File: config.mk
export PLATFORM = sky130hd
export DESIGN_NAME = bcd_display_mux
export DESIGN_NICKNAME = d
export VERILOG_FILES = /design/src/rtl/bcd_disp_pkg.sv /design/src/rtl/seg7_decode.sv /design/src/rtl/bcd_display_mux.sv
export SDC_FILE = /design/constraint.sdc
export NUM_CORES = 1
export LEC_CHECK = 0
export BUFFER_PORTS_ARGS = -buffer_cell sky130_fd_sc_hd__buf_2
export CORE_UTILIZATION = 40
export DETAILED_ROUTE_END_ITERATION = 12
export PLACE_DENSITY = 0.55
export SYNTH_ARGS = -nofsm -noshare
export SYNTH_HDL_FRONTEND = slang
export SYNTH_HIERARCHICAL = 1
export SYNTH_SLANG_ARGS = --single-unit
File: constraint.sdc
create_clock -name clk -period 3 [get_ports clk]
set_input_delay 0.75 -clock clk [delete_from_list [all_inputs] [get_ports clk]]
set_output_delay 0.75 -clock clk [all_outputs]
set_load 0.05 [all_outputs]
File: src/rtl/bcd_disp_pkg.sv
// Shared constants and types for the four-digit BCD seven-segment display.
// Segment patterns are active-low and ordered {g,f,e,d,c,b,a}.
package bcd_disp_pkg;

  localparam int NUM_DIGITS = 4;

  localparam logic [6:0] SEG_0     = 7'b1000000;
  localparam logic [6:0] SEG_1     = 7'b1111001;
  localparam logic [6:0] SEG_2     = 7'b0100100;
  localparam logic [6:0] SEG_3     = 7'b0110000;
  localparam logic [6:0] SEG_4     = 7'b0011001;
  localparam logic [6:0] SEG_5     = 7'b0010010;
  localparam logic [6:0] SEG_6     = 7'b0000010;
  localparam logic [6:0] SEG_7     = 7'b1111000;
  localparam logic [6:0] SEG_8     = 7'b0000000;
  localparam logic [6:0] SEG_9     = 7'b0010000;
  localparam logic [6:0] SEG_DASH  = 7'b0111111;
  localparam logic [6:0] SEG_BLANK = 7'b1111111;

  localparam logic [NUM_DIGITS-1:0] AN_OFF = 4'b1111;

  // Scan position, units first; the encoding matches the nibble index in bcd.
  typedef enum logic [1:0] {
    DIG_UNITS     = 2'd0,
    DIG_TENS      = 2'd1,
    DIG_HUNDREDS  = 2'd2,
    DIG_THOUSANDS = 2'd3
  } digit_pos_e;

  // Next scan position, wrapping from thousands back to units.
  function automatic digit_pos_e nextDigit(input digit_pos_e cur);
    digit_pos_e nxt;
    nxt = DIG_UNITS;
    case (cur)
      DIG_UNITS:     nxt = DIG_TENS;
      DIG_TENS:      nxt = DIG_HUNDREDS;
      DIG_HUNDREDS:  nxt = DIG_THOUSANDS;
      DIG_THOUSANDS: nxt = DIG_UNITS;
      default:       nxt = DIG_UNITS;
    endcase
    return nxt;
  endfunction

  // Active-low one-hot anode pattern for a scan position.
  function automatic logic [NUM_DIGITS-1:0] anForDigit(input digit_pos_e pos);
    logic [NUM_DIGITS-1:0] anVal;
    anVal = AN_OFF;
    case (pos)
      DIG_UNITS:     anVal = 4'b1110;
      DIG_TENS:      anVal = 4'b1101;
      DIG_HUNDREDS:  anVal = 4'b1011;
      DIG_THOUSANDS: anVal = 4'b0111;
      default:       anVal = AN_OFF;
    endcase
    return anVal;
  endfunction

endpackage

File: src/rtl/seg7_decode.sv
// Purely combinational BCD nibble to active-low seven-segment decoder.
// Non-decimal nibbles show a dash so a corrupted upstream value is visible.
module seg7_decode
  import bcd_disp_pkg::*;
(
  input  logic [3:0] nibble_i,
  output logic [6:0] seg_o
);

  // Map each decimal digit to its pattern; anything above 9 becomes a dash.
  always_comb begin
    seg_o = SEG_DASH;
    case (nibble_i)
      4'd0:    seg_o = SEG_0;
      4'd1:    seg_o = SEG_1;
      4'd2:    seg_o = SEG_2;
      4'd3:    seg_o = SEG_3;
      4'd4:    seg_o = SEG_4;
      4'd5:    seg_o = SEG_5;
      4'd6:    seg_o = SEG_6;
      4'd7:    seg_o = SEG_7;
      4'd8:    seg_o = SEG_8;
      4'd9:    seg_o = SEG_9;
      default: seg_o = SEG_DASH;
    endcase
  end

endmodule

File: src/rtl/bcd_display_mux.sv
// Time-multiplexed driver for a four-digit common-anode seven-segment display.
// The whole BCD word is captured at once so a scan never mixes old and new
// digits, and an/seg are registered so they change cleanly on clock edges.
module bcd_display_mux
  import bcd_disp_pkg::*;
#(
  parameter int REFRESH_DIV = 100000
) (
  input  logic                    clk,
  input  logic                    reset,
  input  logic [4*NUM_DIGITS-1:0] bcd,
  input  logic                    bcd_valid,
  input  logic                    blank_lz,
  output logic [NUM_DIGITS-1:0]   an,
  output logic [6:0]              seg,
  output logic                    dp
);

  localparam int CNT_W = (REFRESH_DIV > 2) ? $clog2(REFRESH_DIV) : 1;
  localparam logic [CNT_W-1:0] CNT_MAX = CNT_W'(REFRESH_DIV - 1);

  logic [4*NUM_DIGITS-1:0] dispReg_q, dispReg_d;
  logic [CNT_W-1:0]        refreshCnt_q, refreshCnt_d;
  digit_pos_e              digitIdx_q, digitIdx_d;
  logic [NUM_DIGITS-1:0]   an_q, an_d;
  logic [6:0]              seg_q, seg_d;

  logic [3:0] nibble3, nibble2, nibble1, nibble0;
  logic [3:0] selNibble;
  logic [6:0] decodedSeg;
  logic       blankSlot;

  assign nibble3 = dispReg_q[15:12];
  assign nibble2 = dispReg_q[11:8];
  assign nibble1 = dispReg_q[7:4];
  assign nibble0 = dispReg_q[3:0];

  // Capture the full word on a valid strobe and step the refresh counter,
  // moving to the next digit only when the counter wraps.
  always_comb begin
    dispReg_d    = dispReg_q;
    refreshCnt_d = refreshCnt_q + CNT_W'(1);
    digitIdx_d   = digitIdx_q;
    if (bcd_valid) begin
      dispReg_d = bcd;
    end
    if (refreshCnt_q == CNT_MAX) begin
      refreshCnt_d = '0;
      digitIdx_d   = nextDigit(digitIdx_q);
    end
  end

  // Pick the nibble being scanned and decide whether it is a leading zero
  // that should be dark; the units digit is always shown.
  always_comb begin
    selNibble = nibble0;
    blankSlot = 1'b0;
    case (digitIdx_q)
      DIG_UNITS: begin
        selNibble = nibble0;
        blankSlot = 1'b0;
      end
      DIG_TENS: begin
        selNibble = nibble1;
        blankSlot = blank_lz && (nibble3 == 4'd0) && (nibble2 == 4'd0) && (nibble1 == 4'd0);
      end
      DIG_HUNDREDS: begin
        selNibble = nibble2;
        blankSlot = blank_lz && (nibble3 == 4'd0) && (nibble2 == 4'd0);
      end
      DIG_THOUSANDS: begin
        selNibble = nibble3;
        blankSlot = blank_lz && (nibble3 == 4'd0);
      end
      default: begin
        selNibble = nibble0;
        blankSlot = 1'b0;
      end
    endcase
  end

  seg7_decode uDecode (
    .nibble_i (selNibble),
    .seg_o    (decodedSeg)
  );

  // Form the next anode/segment values; a blanked slot turns everything off
  // but keeps its place in the scan so the refresh rate is unaffected.
  always_comb begin
    an_d  = anForDigit(digitIdx_q);
    seg_d = decodedSeg;
    if (blankSlot) begin
      an_d  = AN_OFF;
      seg_d = SEG_BLANK;
    end
  end

  // State and output registers; reset dominates a simultaneous capture.
  always_ff @(posedge clk) begin
    if (reset) begin
      dispReg_q    <= '0;
      refreshCnt_q <= '0;
      digitIdx_q   <= DIG_UNITS;
      an_q         <= AN_OFF;
      seg_q        <= SEG_BLANK;
    end else begin
      dispReg_q    <= dispReg_d;
      refreshCnt_q <= refreshCnt_d;
      digitIdx_q   <= digitIdx_d;
      an_q         <= an_d;
      seg_q        <= seg_d;
    end
  end

  assign an  = an_q;
  assign seg = seg_q;
  assign dp  = 1'b1;

endmodule

**Word level (Yosys, flattened, before mapping)**

Memory sizes are Yosys's and may differ from the RTL's. A register that Yosys moved wholly into a read port is not among the register bits.
Cells that the tools add are included.

- Flip-flop bits (word level): 39
- Bits in read-only memories: 112
- Input port bits: 20
- Output and inout bits: 12
- Logic and storage cells: 23
- Memories kept: 1

- Add/subtract/negate cells: 1
- Equal/unequal tests: 4
- Muxes and demuxes: 4
- Reduce and logical (&&, ||, !) cells: 9

Memory list:

| name | depth | bits a word | read ports | clocked after Yosys merged registers in | write ports | line | source |
|---|---|---|---|---|---|---|---|
| (name not given) | 16 | 7 | 1 | 1 | 0 | seg7_decode.sv:13 | `case (nibble_i)` |

Operators with widths:

| kind | count |
|---|---|
| $pmux W4 S4 | 2 |
| $add A17 B1 Y17 const B | 1 |
| $eq A17 B17 Y1 const B | 1 |
| $logic_not A4 Y1 | 3 |
| $pmux W2 S4 | 1 |
| $eq A2 B2 Y1 const B | 2 |
| $pmux W1 S4 | 1 |
| $reduce_or A2 Y1 | 2 |
| $logic_and A1 B1 Y1 | 3 |
| $eq A2 B1 Y1 const B | 1 |
| $logic_not A2 Y1 | 1 |

**Depth between registers and ports, before layout**

Gate-level depths: netlist of run 1.

- Word-level depth: 6
- Depth in mapped cells: 9
- Depth with buffers taken out: 9

**Modules after synthesis**

The synthesis of run 1 kept the hierarchy.

By module, submodules not included:

| module | times used | cells each | area each (µm²) |
|---|---|---|---|
| bcd_display_mux | 1 | 203 | 2045.7 |
| seg7_decode | 1 | 31 | 240.2 |

**Least setup slack after synthesis of run 1**

Ideal clock, no wire load.

- Path type: register to register
- From: reg digitIdx_q[0]
- To: reg seg_q[0], in the netlist seg[0]
- Data arrival time: 2141 ps
- Data required time: 2873 ps
- Setup slack: 732 ps
- Stages on the path, launching flop included: 10
- Period minus slack after synthesis: 2268 ps
- Cell sequence: dfxtp_1 -> inv_1 -> ha_1 -> buf_2 -> mux2i_1 -> inv_1 -> ha_1 -> mux2i_1 -> a22oi_1 -> or3_1

- Elaborated cells between the ends (all ways): 7
- Those cells by class: eq/ne: 3; mux: 2; reduce/logical: 2

RTL lines:

| item | line | source |
|---|---|---|
| from (decl) | bcd_display_mux.sv:24 | `digit_pos_e digitIdx_q, digitIdx_d;` |
| from (signal assigned) | bcd_display_mux.sv:109 | `digitIdx_q <= digitIdx_d;` |
| $eq A2 B2 Y1, or another cell as far along | bcd_display_mux.sv:58 | `case (digitIdx_q)` |
| $pmux W4 S4 * | bcd_display_mux.sv:58 |  |
| net selNibble[1] | bcd_display_mux.sv:29 | `logic [3:0] selNibble;` |
| to (decl) | bcd_display_mux.sv:26 | `logic [6:0] seg_q, seg_d;` |

Mark *: on every way through the listed nets, which the timed path passes. The rest lies on a longest branch.
A chain may end at the register's enable or synchronous reset.

**Final worst setup path of run 1**

- From: reg digitIdx_q[0]
- To: reg seg_q[1], in the netlist seg[1]

Same word-level chain as after synthesis.

==> flow_summary.json, run 1 <==
{
  "placeable_core_region_mm2": 0.00551,
  "syn_avg_cell_area_um2": 9.77,
  "first_iter_violations": 124,
  "cpPeakStageDelay_ps": 650,
  "finish.net_count": 291,
  "vdd_drop_max_uv": 269,
  "post_synth_and_or_nand_nor_area_fraction": 0.255,
  "pin_count": 32,
  "dp.cells": 324,
  "clkTransAtPathRegs_ps": 90,
  "p_leak_uw": 0.00106,
  "synth.area.mux_share": 0.0963,
  "chipWidth_um": 77.6,
  "floorplan.initialDensity": 0.415,
  "drtAntennaViolNets": 0,
  "number_of_enable_type_register_cells_in_the_synthesized_netlist": 0,
  "violated_checks": "design-rule violations",
  "cts_htree_levels": 2,
  "worstSetupEndpointType": "register",
  "yosys_register_bits": 46,
  "clock_sinks": 46,
  "dominantRegCellSynth": "sky130_fd_sc_hd__dfxtp_1",
  "layout_worst_path_cycle_share": 0.872,
  "overflow_left_after_global_routing": 0,
  "first_pass_grt_wire_length_um": 7160,
  "number_of_global_route_vias_before_repair": 1483,
  "post-dp-hpwl_um": 2870,
  "timing.max_cap.violations": 0,
  "post_drt_wl_per_cell_um": 12.2,
  "drc": 2,
  "rows": 27,
  "vert_die_dim_um": 77.6,
  "power-per-cell-area_mw_per_mm2": 470,
  "final-max-slew-violation-count": 0,
  "run_status": "complete, but fails checks",
  "slew_headroom": 0.369,
  "clk_root_buffer_cell": "sky130_fd_sc_hd__clkbuf_8",
  "rsz0062_at_grt": "false",
  "clock_latency_ps": 290,
  "vias_per_cell": 4.95,
  "numCtsBuffers": 5,
  "cts.repair_timing.setup_buffer_count": 0,
  "critPathArrivalTime_ps": 2790,
  "min-delay-path-class": "reg2reg",
  "grtUsageTotal": 0.150,
  "final_cells": 332,
  "area_growth_syn_to_layout_pct": 10.3,
  "timing_hold_violations_final": 0,
  "dominant_combinational_cell_family_by_area_after_synthesis": "simple AND/OR/NAND/NOR gates",
  "timing_worst_setup_path_type": "reg2reg",
  "setup_violations": 0,
  "ctsHoldBuffers": 0,
  "multi_input_comb_area_mm2": 0.00121,
  "crit_path_top_delay_cell": "sky130_fd_sc_hd__mux2i_1",
  "synth_fp_nets": 266,
  "port-buffer-count": 30,
  "cp_cell_sequence": "inv_1 > ha_1 > mux2i_1 > inv_1 > ha_1 > nor2_1 > nor2_1 > or3_1",
  "finalCriticalPeriod_ps": 2620,
  "total_iterations_of_the_first_detailed_routing_run": 8,
  "place_congestion": 0.746,
  "synth_area_mm2": 0.00229,
  "crit_path_max_fanout": 7,
  "clock.fmax_mhz": 382,
  "critical_path.startpoint_type": "register",
  "synth.yosys.seq_area_share": 0.403,
  "least_margin_pin_slew_ps": 921,
  "final.setup_skew_ps": 8.07,
  "synth_xor_area_frac": 0.0498,
  "grt_max_degree": 35,
  "clockBufferDepth": 2,
  "route.final.wire_length_um": 4060,
  "cp.required_ps": 3180,
  "final.fill_count": 550,
  "via_count": 1643,
  "antenna_found_initial": 0,
  "synth_adder_area_share": 0.0657,
  "setup-tns-final_ps": 0,
  "drive_above_1_share": 0.215,
  "synth-compound-area-share": 0.0629,
  "ctsResizeCount": 0,
  "synth_cell_type_count": 48,
  "antennaDiodeCount": 0,
  "syn_inst": 234,
  "area_enclosed_by_the_die_boundary_mm2": 0.00602,
  "tritoncts": "built",
  "area.sequential_um2": 921,
  "ys_warn_count": 6,
  "asyncSetResetFlopFracSynth": 0
}
## logic make-up (layout without fill, tap and decap cells)
kind of cell / Yosys count / count (layout)
multiplexers: 22 / 22
other: 1 / 1
adder cells (fa/ha/maj): 12 / 12
XOR/XNOR: 13 / 13
buffers and inverters: 26 / 52
flip-flops: 46 / 46
AO/OA/AOI/OAI: 19 / 19
AND/OR/NAND/NOR: 95 / 95
## flip-flops by register name, indices dropped and copies added, names as in the netlist
| name | flops |
|---|---|
| refreshCnt_q | 17 |
| dispReg_q | 16 |
| seg | 7 |
| an | 4 |
| digitIdx_q | 2 |
## stage by stage
| step | util | instance area (µm²) | hold slack (ps) | worst slack (ps) | power, µW |
|---|---|---|---|---|---|
| finish | 0.458 | 2520 | 491 | 384 | 1190 |
| global route | 0.458 | 2520 | 527 | 166 | 1250 |
| global placement | 0.441 | 2430 | 465 | 491 | 814 |
| CTS | 0.458 | 2520 | 493 | 373 | 1200 |
| floorplan | - | 2290 | 450 | 732 | 785 |
| detailed placement | 0.441 | 2430 | 473 | 399 | 814 |
## critical path, delay by kind of cell (launching register included)
kind	cells	cell delay, ps
multiplexers	1	650
adder cells (fa/ha/maj)	2	700
buffers and inverters	2	300
flip-flops	1	360
AND/OR/NAND/NOR	3	490
## final timing paths
kind / start / to / slack [ps] / cells after the start
min: refreshCnt_q[0]$_SDFF_PP0_ / refreshCnt_q[0]$_SDFF_PP0_ / 490 / 1
max: digitIdx_q[0]$_SDFFE_PP0N_ / seg[1]$_SDFF_PP1_ / 380 / 8
min reg2reg: refreshCnt_q[0]$_SDFF_PP0_ / refreshCnt_q[0]$_SDFF_PP0_ / 490 / 1
max reg2reg: digitIdx_q[0]$_SDFFE_PP0N_ / seg[1]$_SDFF_PP1_ / 380 / 8
## area by class of cell
| cell class | count | share of cell area |
|---|---|---|
| Clock buffer | 7 | 0.0342 |
| Clock inverter | 1 | 0.00198 |
| Inverter | 13 | 0.0193 |
| Multi-Input combinational cell | 162 | 0.481 |
| Sequential cell | 46 | 0.365 |
| Tap cell | 72 | 0.0357 |
| Timing Repair Buffer | 31 | 0.0625 |
## cells in the mapped netlist (3+ instances only)
library cell | count | area share
sky130_fd_sc_hd__nand4_1 | 6 | 0.016
sky130_fd_sc_hd__nand2_1 | 5 | 0.0082
sky130_fd_sc_hd__and3_1 | 5 | 0.014
sky130_fd_sc_hd__nor2_4 | 8 | 0.039
sky130_fd_sc_hd__mux2i_1 | 22 | 0.096
sky130_fd_sc_hd__ha_1 | 12 | 0.066
sky130_fd_sc_hd__buf_2 | 3 | 0.0066
sky130_fd_sc_hd__or3_1 | 8 | 0.022
sky130_fd_sc_hd__clkbuf_1 | 4 | 0.0066
sky130_fd_sc_hd__nand3_1 | 6 | 0.013
sky130_fd_sc_hd__nor4_1 | 5 | 0.014
sky130_fd_sc_hd__buf_6 | 4 | 0.020
sky130_fd_sc_hd__xnor2_1 | 7 | 0.027
sky130_fd_sc_hd__a222oi_1 | 4 | 0.018
sky130_fd_sc_hd__dfxtp_1 | 46 | 0.40
sky130_fd_sc_hd__nor2_1 | 29 | 0.048
sky130_fd_sc_hd__xor2_1 | 6 | 0.023
sky130_fd_sc_hd__inv_1 | 13 | 0.021
sky130_fd_sc_hd__a21oi_1 | 4 | 0.0088
## cell usage in the layout (no fill, tap or decap), drive strengths merged, types with 2 or more instances in the layout
cell    instances
inv            13
and3            5
or2             2
nor2b           2
a22oi           2
clkbuf          7
o31ai           2
ha             12
or3b            2
dfxtp          46
and4            2
xor2            6
nand3           6
a21oi           4
a222oi          4
o21ai           2
mux2i          22
buf            31
nor2           39
nor3            2
xnor2           7
and2b           2
nand4           6
nand2b          2
or3             8
nor4            5
nand2           5
## power by group
part	internal, µW	leakage (µW)	switching [µW]
Sequential	636	0.000377	16.4
Clock	186	0.0000482	200
Combinational	54.8	0.000632	92.3
## per-layer routing
layer  routed length [µm]  GRT usage  share of wire  vias to the layer above
met3                  170     0.0376          0.042                        4
met2                 1670      0.219           0.41                       34
met4                   56     0.0623          0.014                        0
li1                     -          -              -                      856
met5                    0          0              0                        -
met1                 2160      0.209           0.53                      749
(Power assumes the default switching activity.)
==> run 2, diff against run 1 <==
--- a/config.mk
+++ b/config.mk
@@ -6,7 +6,9 @@
 export NUM_CORES = 1
 export LEC_CHECK = 0
 export BUFFER_PORTS_ARGS = -buffer_cell sky130_fd_sc_hd__buf_2
+export CORE_ASPECT_RATIO = 0.6
 export CORE_UTILIZATION = 40
+export CTS_CLUSTER_SIZE = 40
 export DETAILED_ROUTE_END_ITERATION = 12
 export PLACE_DENSITY = 0.55
 export SYNTH_ARGS = -nofsm -noshare
==> flow_summary.json, run 2 (synthesis results as in run 1) <==
{
  "run_status": "finished, final reports clean",
  "slew_headroom": 0.380,
  "timing_hold_violations_final": 0,
  "drive_above_1_share": 0.222,
  "crit_path_top_delay_cell": "sky130_fd_sc_hd__mux2i_1",
  "final-max-slew-violation-count": 0,
  "ctsHoldBuffers": 0,
  "pin_count": 32,
  "placeable_core_region_mm2": 0.00528,
  "finalCriticalPeriod_ps": 2640,
  "clock_latency_ps": 300,
  "layout_worst_path_cycle_share": 0.881,
  "cpPeakStageDelay_ps": 660,
  "rows": 20,
  "timing_worst_setup_path_type": "reg2reg",
  "clk_root_buffer_cell": "sky130_fd_sc_hd__clkbuf_8",
  "cts.repair_timing.setup_buffer_count": 0,
  "vdd_drop_max_uv": 277,
  "setup-tns-final_ps": 0,
  "route.final.wire_length_um": 4490,
  "power-per-cell-area_mw_per_mm2": 493,
  "vias_per_cell": 4.86,
  "finish.utilization": 0.484,
  "antennaDiodeCount": 0,
  "tritoncts": "built",
  "antenna_found_initial": 0,
  "grt_max_degree": 35,
  "cts_htree_levels": 2,
  "first_iter_violations": 76,
  "clkTransAtPathRegs_ps": 80,
  "min-delay-path-class": "reg2reg",
  "cp.required_ps": 3180,
  "numCtsBuffers": 5,
  "overflow_left_after_global_routing": 0,
  "grtUsageTotal": 0.161,
  "cp_cell_sequence": "inv_1 > ha_1 > mux2i_1 > inv_1 > ha_1 > nor2_1 > nor2_1 > or3_1",
  "number_of_global_route_vias_before_repair": 1480,
  "area_enclosed_by_the_die_boundary_mm2": 0.00603,
  "total_iterations_of_the_first_detailed_routing_run": 4,
  "mostFrequentLayoutCell": "sky130_fd_sc_hd__dfxtp_1",
  "least_margin_pin_slew_ps": 904,
  "drtAntennaViolNets": 0,
  "port-buffer-count": 30,
  "met2_wirelength_um": 1620,
  "regMostFlops": "refreshCnt_q",
  "timing.max_cap.violations": 0,
  "clockBufferDepth": 2,
  "post-dp-hpwl_um": 3290,
  "floorplan.initialDensity": 0.433,
  "setup_violations": 0,
  "met3RoutedLength_um": 228,
  "area_growth_syn_to_layout_pct": 11.7,
  "drc": 0,
  "place_congestion": 0.812,
  "chipWidth_um": 99.6,
  "final.setup_skew_ps": 7.84,
  "largest_reg_flops": 17,
  "worst-r2r-setup-slack_ps": 360,
  "clock.fmax_mhz": 379,
  "p_leak_uw": 0.00107,
  "post_drt_wl_per_cell_um": 13.3,
  "first_pass_grt_wire_length_um": 7390,
  "wl_met1_um": 2600,
  "rsz0062_at_grt": "false",
  "clock_sinks": 46,
  "vert_die_dim_um": 60.6,
  "critical_path.startpoint_type": "register",
  "layout_common_cells": "46 x sky130_fd_sc_hd__dfxtp_1, 30 x sky130_fd_sc_hd__buf_2, 29 x sky130_fd_sc_hd__nor2_1",
  "route.top_layer_used": "met4",
  "critPathArrivalTime_ps": 2820,
  "via_count": 1643,
  "crit_path_max_fanout": 7,
  "finish.net_count": 292,
  "ctsResizeCount": 0,
  "worstSetupEndpointType": "register"
}
[run 2: cell types whose count changed in the layout (fill, tap and decap cells not counted), sizes merged]
| cell | before | now |
|---|---|---|
| clkinv | 1 | 2 |
| bufinv | 0 | 1 |
| clkbuf | 7 | 5 |
| buf | 31 | 32 |
[run 2: critical path, delay by kind of cell (launching register included)]
kind / cells / cell delay (ps)
simple gates: 3 / 490
buf+inv: 2 / 310
mux: 1 / 660
fa+ha+maj: 2 / 720
flops: 1 / 360
[run 2: per-stage QoR]
step / hold WS [ps] / cells / total power, µW / setup slack, ps / cell area (µm²)
final: 496 / 338 / 1260 / 358 / 2550
after global routing: 516 / 338 / 1320 / 88.0 / 2550
after CTS: 501 / 338 / 1280 / 361 / 2550
after detailed placement: 480 / 330 / 819 / 383 / 2440
after global placement: 473 / 330 / 818 / 488 / 2440
after floorplan: 450 / 234 / 785 / 732 / 2290
[run 2: per-layer routing]
metal | up-vias | GRT usage
li1 | 863 | -
met1 | 738 | 0.246
met2 | 37 | 0.219
met3 | 5 | 0.0472
met4 | 0 | 0.0378
met5 | - | 0
[run 2: layout make-up]
| cell class | count | area, µm² |
|---|---|---|
| Tap cell | 77 | 96.3 |
| Clock inverter | 3 | 40.0 |
| Sequential cell | 46 | 921 |
| Inverter | 13 | 48.8 |
| Multi-Input combinational cell | 162 | 1210 |
| Timing Repair Buffer | 32 | 165 |
| Fill cell | 512 | 2730 |
| Clock buffer | 5 | 68.8 |
[run 2: worst paths after layout]
check | start | end | cells past startpoint
worst max-delay path | digitIdx_q[0]$_SDFFE_PP0N_ | seg[1]$_SDFF_PP1_ | 8
worst min-delay path | refreshCnt_q[16]$_SDFF_PP0_ | refreshCnt_q[16]$_SDFF_PP0_ | 2
worst max register to register | digitIdx_q[0]$_SDFFE_PP0N_ | seg[1]$_SDFF_PP1_ | 8
worst min register to register | refreshCnt_q[16]$_SDFF_PP0_ | refreshCnt_q[16]$_SDFF_PP0_ | 2
[run 2: power breakdown]
| group | internal (µW) | switching, µW | leakage [µW] | total, µW |
|---|---|---|---|---|
| registers | 636 | 16.5 | 0.000377 | 652 |
| clock network | 245 | 209 | 0.0000579 | 454 |
| logic | 56.2 | 95.5 | 0.000638 | 152 |
==> run 3, diff against run 2 <==
--- a/config.mk
+++ b/config.mk
@@ -5,6 +5,7 @@
 export SDC_FILE = /design/constraint.sdc
 export NUM_CORES = 1
 export LEC_CHECK = 0
+export ABC_AREA = 1
 export BUFFER_PORTS_ARGS = -buffer_cell sky130_fd_sc_hd__buf_2
 export CORE_ASPECT_RATIO = 0.6
 export CORE_UTILIZATION = 40
==> flow_summary.json, run 3 <==
{
  "area.sequential_um2": 921,
  "place_congestion": 0.929,
  "layout_worst_path_cycle_share": 0.812,
  "post_drt_wl_per_cell_um": 11.8,
  "synth.yosys.seq_area_share": 0.402,
  "finish.net_count": 391,
  "grtUsageTotal": 0.181,
  "clock_latency_ps": 300,
  "synth_fp_nets": 362,
  "route.final.wire_length_um": 5120,
  "dp_slack_ps": 591,
  "postLayoutSetupSlackWorst_ps": 565,
  "timing.max_cap.violations": 0,
  "tritoncts": "built",
  "ys_warn_count": 6,
  "ctsHoldBuffers": 0,
  "fin_total_pwr_uw": 1180,
  "largest_reg_flops": 17,
  "run_status": "finished, final reports clean",
  "floorplan.initialDensity": 0.434,
  "antenna_found_initial": 0,
  "final.fill_count": 566,
  "area_growth_syn_to_layout_pct": 12.8,
  "timing_hold_violations_final": 0,
  "final.setup_skew_ps": 13.4,
  "layout_common_cells": "69 x sky130_fd_sc_hd__nor2_1, 62 x sky130_fd_sc_hd__nand2_1, 46 x sky130_fd_sc_hd__dfxtp_1",
  "syn_inst": 330,
  "most_used_standard_cells_in_the_synthesized_netlist": "69 x sky130_fd_sc_hd__nor2_1, 62 x sky130_fd_sc_hd__nand2_1, 46 x sky130_fd_sc_hd__dfxtp_1",
  "synth.top_cells.by_area": "sky130_fd_sc_hd__dfxtp_1 40%, sky130_fd_sc_hd__nor2_1 11%, sky130_fd_sc_hd__nand2_1 10%",
  "drive_above_1_share": 0.126,
  "area_enclosed_by_the_die_boundary_mm2": 0.00604,
  "post-synth-top-count-cell": "sky130_fd_sc_hd__nor2_1",
  "post-dp-hpwl_um": 3870,
  "setup-tns-final_ps": 0,
  "p_sw_uw": 316,
  "chipWidth_um": 99.7,
  "finalCriticalPeriod_ps": 2440,
  "slew_headroom": 0.609,
  "power_frac_clock": 0.317,
  "overflow_left_after_global_routing": 0,
  "clockBufferDepth": 2,
  "crit_path_max_fanout": 5,
  "least_margin_pin_slew_ps": 580,
  "whs_path_depth": 1,
  "number_of_global_route_vias_before_repair": 1627,
  "number_of_enable_type_register_cells_in_the_synthesized_netlist": 0,
  "total_iterations_of_the_first_detailed_routing_run": 5,
  "vdd_drop_max_uv": 186,
  "pwr-share-comb": 0.129,
  "p_leak_uw": 0.00115,
  "r2r_cell_count": 13,
  "cts.repair_timing.setup_buffer_count": 0,
  "timing_worst_setup_path_type": "reg2reg",
  "power_frac_seq": 0.554,
  "mostFrequentLayoutCell": "sky130_fd_sc_hd__nor2_1",
  "synth_area_mm2": 0.00229,
  "synth_area_leader_cell": "sky130_fd_sc_hd__dfxtp_1",
  "placeable_core_region_mm2": 0.00528,
  "critical_path.startpoint_type": "register",
  "via_count": 1983,
  "rows": 20,
  "first_iter_violations": 144,
  "syn_avg_cell_area_um2": 6.94,
  "grt_max_degree": 21,
  "regMostFlops": "refreshCnt_q",
  "power.share.switching": 0.268,
  "worstSetupEndpointType": "register",
  "cts_htree_levels": 2,
  "drc": 0,
  "cp.required_ps": 3150,
  "yosys_register_bits": 46,
  "p_int_uw": 865,
  "multi_input_comb_area_mm2": 0.00115,
  "clock.fmax_mhz": 411,
  "setup_violations": 0,
  "vias_per_cell": 4.56,
  "dpl-instance-area_mm2": 0.00250,
  "final-max-slew-violation-count": 0,
  "power-per-cell-area_mw_per_mm2": 457,
  "clkTransAtPathRegs_ps": 90,
  "yosysTopAreaCellShare": 0.402,
  "critPathArrivalTime_ps": 2590,
  "clock_sinks": 46,
  "vert_die_dim_um": 60.6,
  "port-buffer-count": 30,
  "min-delay-path-class": "reg2reg",
  "clk_root_buffer_cell": "sky130_fd_sc_hd__clkbuf_8",
  "first_pass_grt_wire_length_um": 8290,
  "ctsResizeCount": 0,
  "synth_cell_type_count": 26,
  "drtAntennaViolNets": 0,
  "pin_count": 32,
  "rsz0062_at_grt": "false",
  "finish.utilization": 0.489,
  "antennaDiodeCount": 0,
  "numCtsBuffers": 5,
  "asyncSetResetFlopFracSynth": 0,
  "layout.cell_area.non_filler_mm2": 0.00258,
  "dominantRegCellSynth": "sky130_fd_sc_hd__dfxtp_1"
}
## run 3: cell count changes in the layout (fill, tap and decap cells not counted), sizes merged, moves of 5 or more
| cell | previous run | this run |
|---|---|---|
| nor2 | 39 | 71 |
| inv | 13 | 44 |
| nand3 | 6 | 31 |
| nor4 | 5 | 0 |
| nand4 | 6 | 1 |
| or3 | 8 | 0 |
| nand2 | 5 | 62 |
| mux2i | 22 | 0 |
| and3 | 5 | 0 |
| o21ai | 2 | 26 |
| xnor2 | 7 | 2 |
## run 3: final timing paths
| check | from | end | slack [ps] |
|---|---|---|---|
| max | digitIdx_q[0]$_SDFFE_PP0N_ | seg[3]$_SDFF_PP1_ | 560 |
| min | refreshCnt_q[0]$_SDFF_PP0_ | refreshCnt_q[0]$_SDFF_PP0_ | 460 |
| max reg2reg | digitIdx_q[0]$_SDFFE_PP0N_ | seg[3]$_SDFF_PP1_ | 560 |
| min reg2reg | refreshCnt_q[0]$_SDFF_PP0_ | refreshCnt_q[0]$_SDFF_PP0_ | 460 |
## run 3: cell type report
type,count,area share
multi-input combinational,230,0.446
inverter,44,0.0639
clock buffer,6,0.0320
tap,77,0.0373
sequential,46,0.356
timing repair buffer,32,0.0639
## run 3: logic make-up after synthesis
| group | after synthesis | synth area share |
|---|---|---|
| AO/OA/AOI/OAI | 35 | 0.0836 |
| flip-flops | 46 | 0.402 |
| XOR/XNOR | 11 | 0.0421 |
| AND/OR/NAND/NOR | 171 | 0.311 |
| other | 1 | 0.00164 |
| buffers and inverters | 54 | 0.0945 |
| adder cells (fa/ha/maj) | 12 | 0.0655 |
## run 3: per-stage QoR
stage / std cells / hold slack [ps]
detailed placement: 429 / 439
global route: 435 / 493
CTS: 435 / 460
global placement: 429 / 433
floorplan: 330 / 417
finish: 435 / 456
## run 3: power by group through the flow
stage	logic [µW]	clock network (µW)	registers, µW
floorplan	79.3	0	700
global placement	153	0	668
detailed placement	153	0	668
CTS	154	387	654
global route	172	414	657
finish	153	374	654
## run 3: critical path, cell delays in order, from the launching register on
cell and delay, ps:
sky130_fd_sc_hd__dfxtp_1 360, sky130_fd_sc_hd__inv_1 130, sky130_fd_sc_hd__ha_1 230, sky130_fd_sc_hd__inv_1 80
sky130_fd_sc_hd__o22ai_1 150, sky130_fd_sc_hd__a21oi_1 60, sky130_fd_sc_hd__o21ai_0 480, sky130_fd_sc_hd__inv_1 190
sky130_fd_sc_hd__ha_1 320, sky130_fd_sc_hd__nand2_1 60, sky130_fd_sc_hd__nand3_1 80, sky130_fd_sc_hd__nand2_1 50
sky130_fd_sc_hd__inv_1 50, sky130_fd_sc_hd__nand3_1 60
## run 3: routing by layer
layer | GRT usage | vias to the layer above | part of all wire
met3 | 0.0461 | 2 | 0.069
li1 | - | 1076 | -
met1 | 0.308 | 851 | 0.60
met5 | 0 | - | 0
met4 | 0.0441 | 0 | 0.0029
met2 | 0.206 | 54 | 0.32
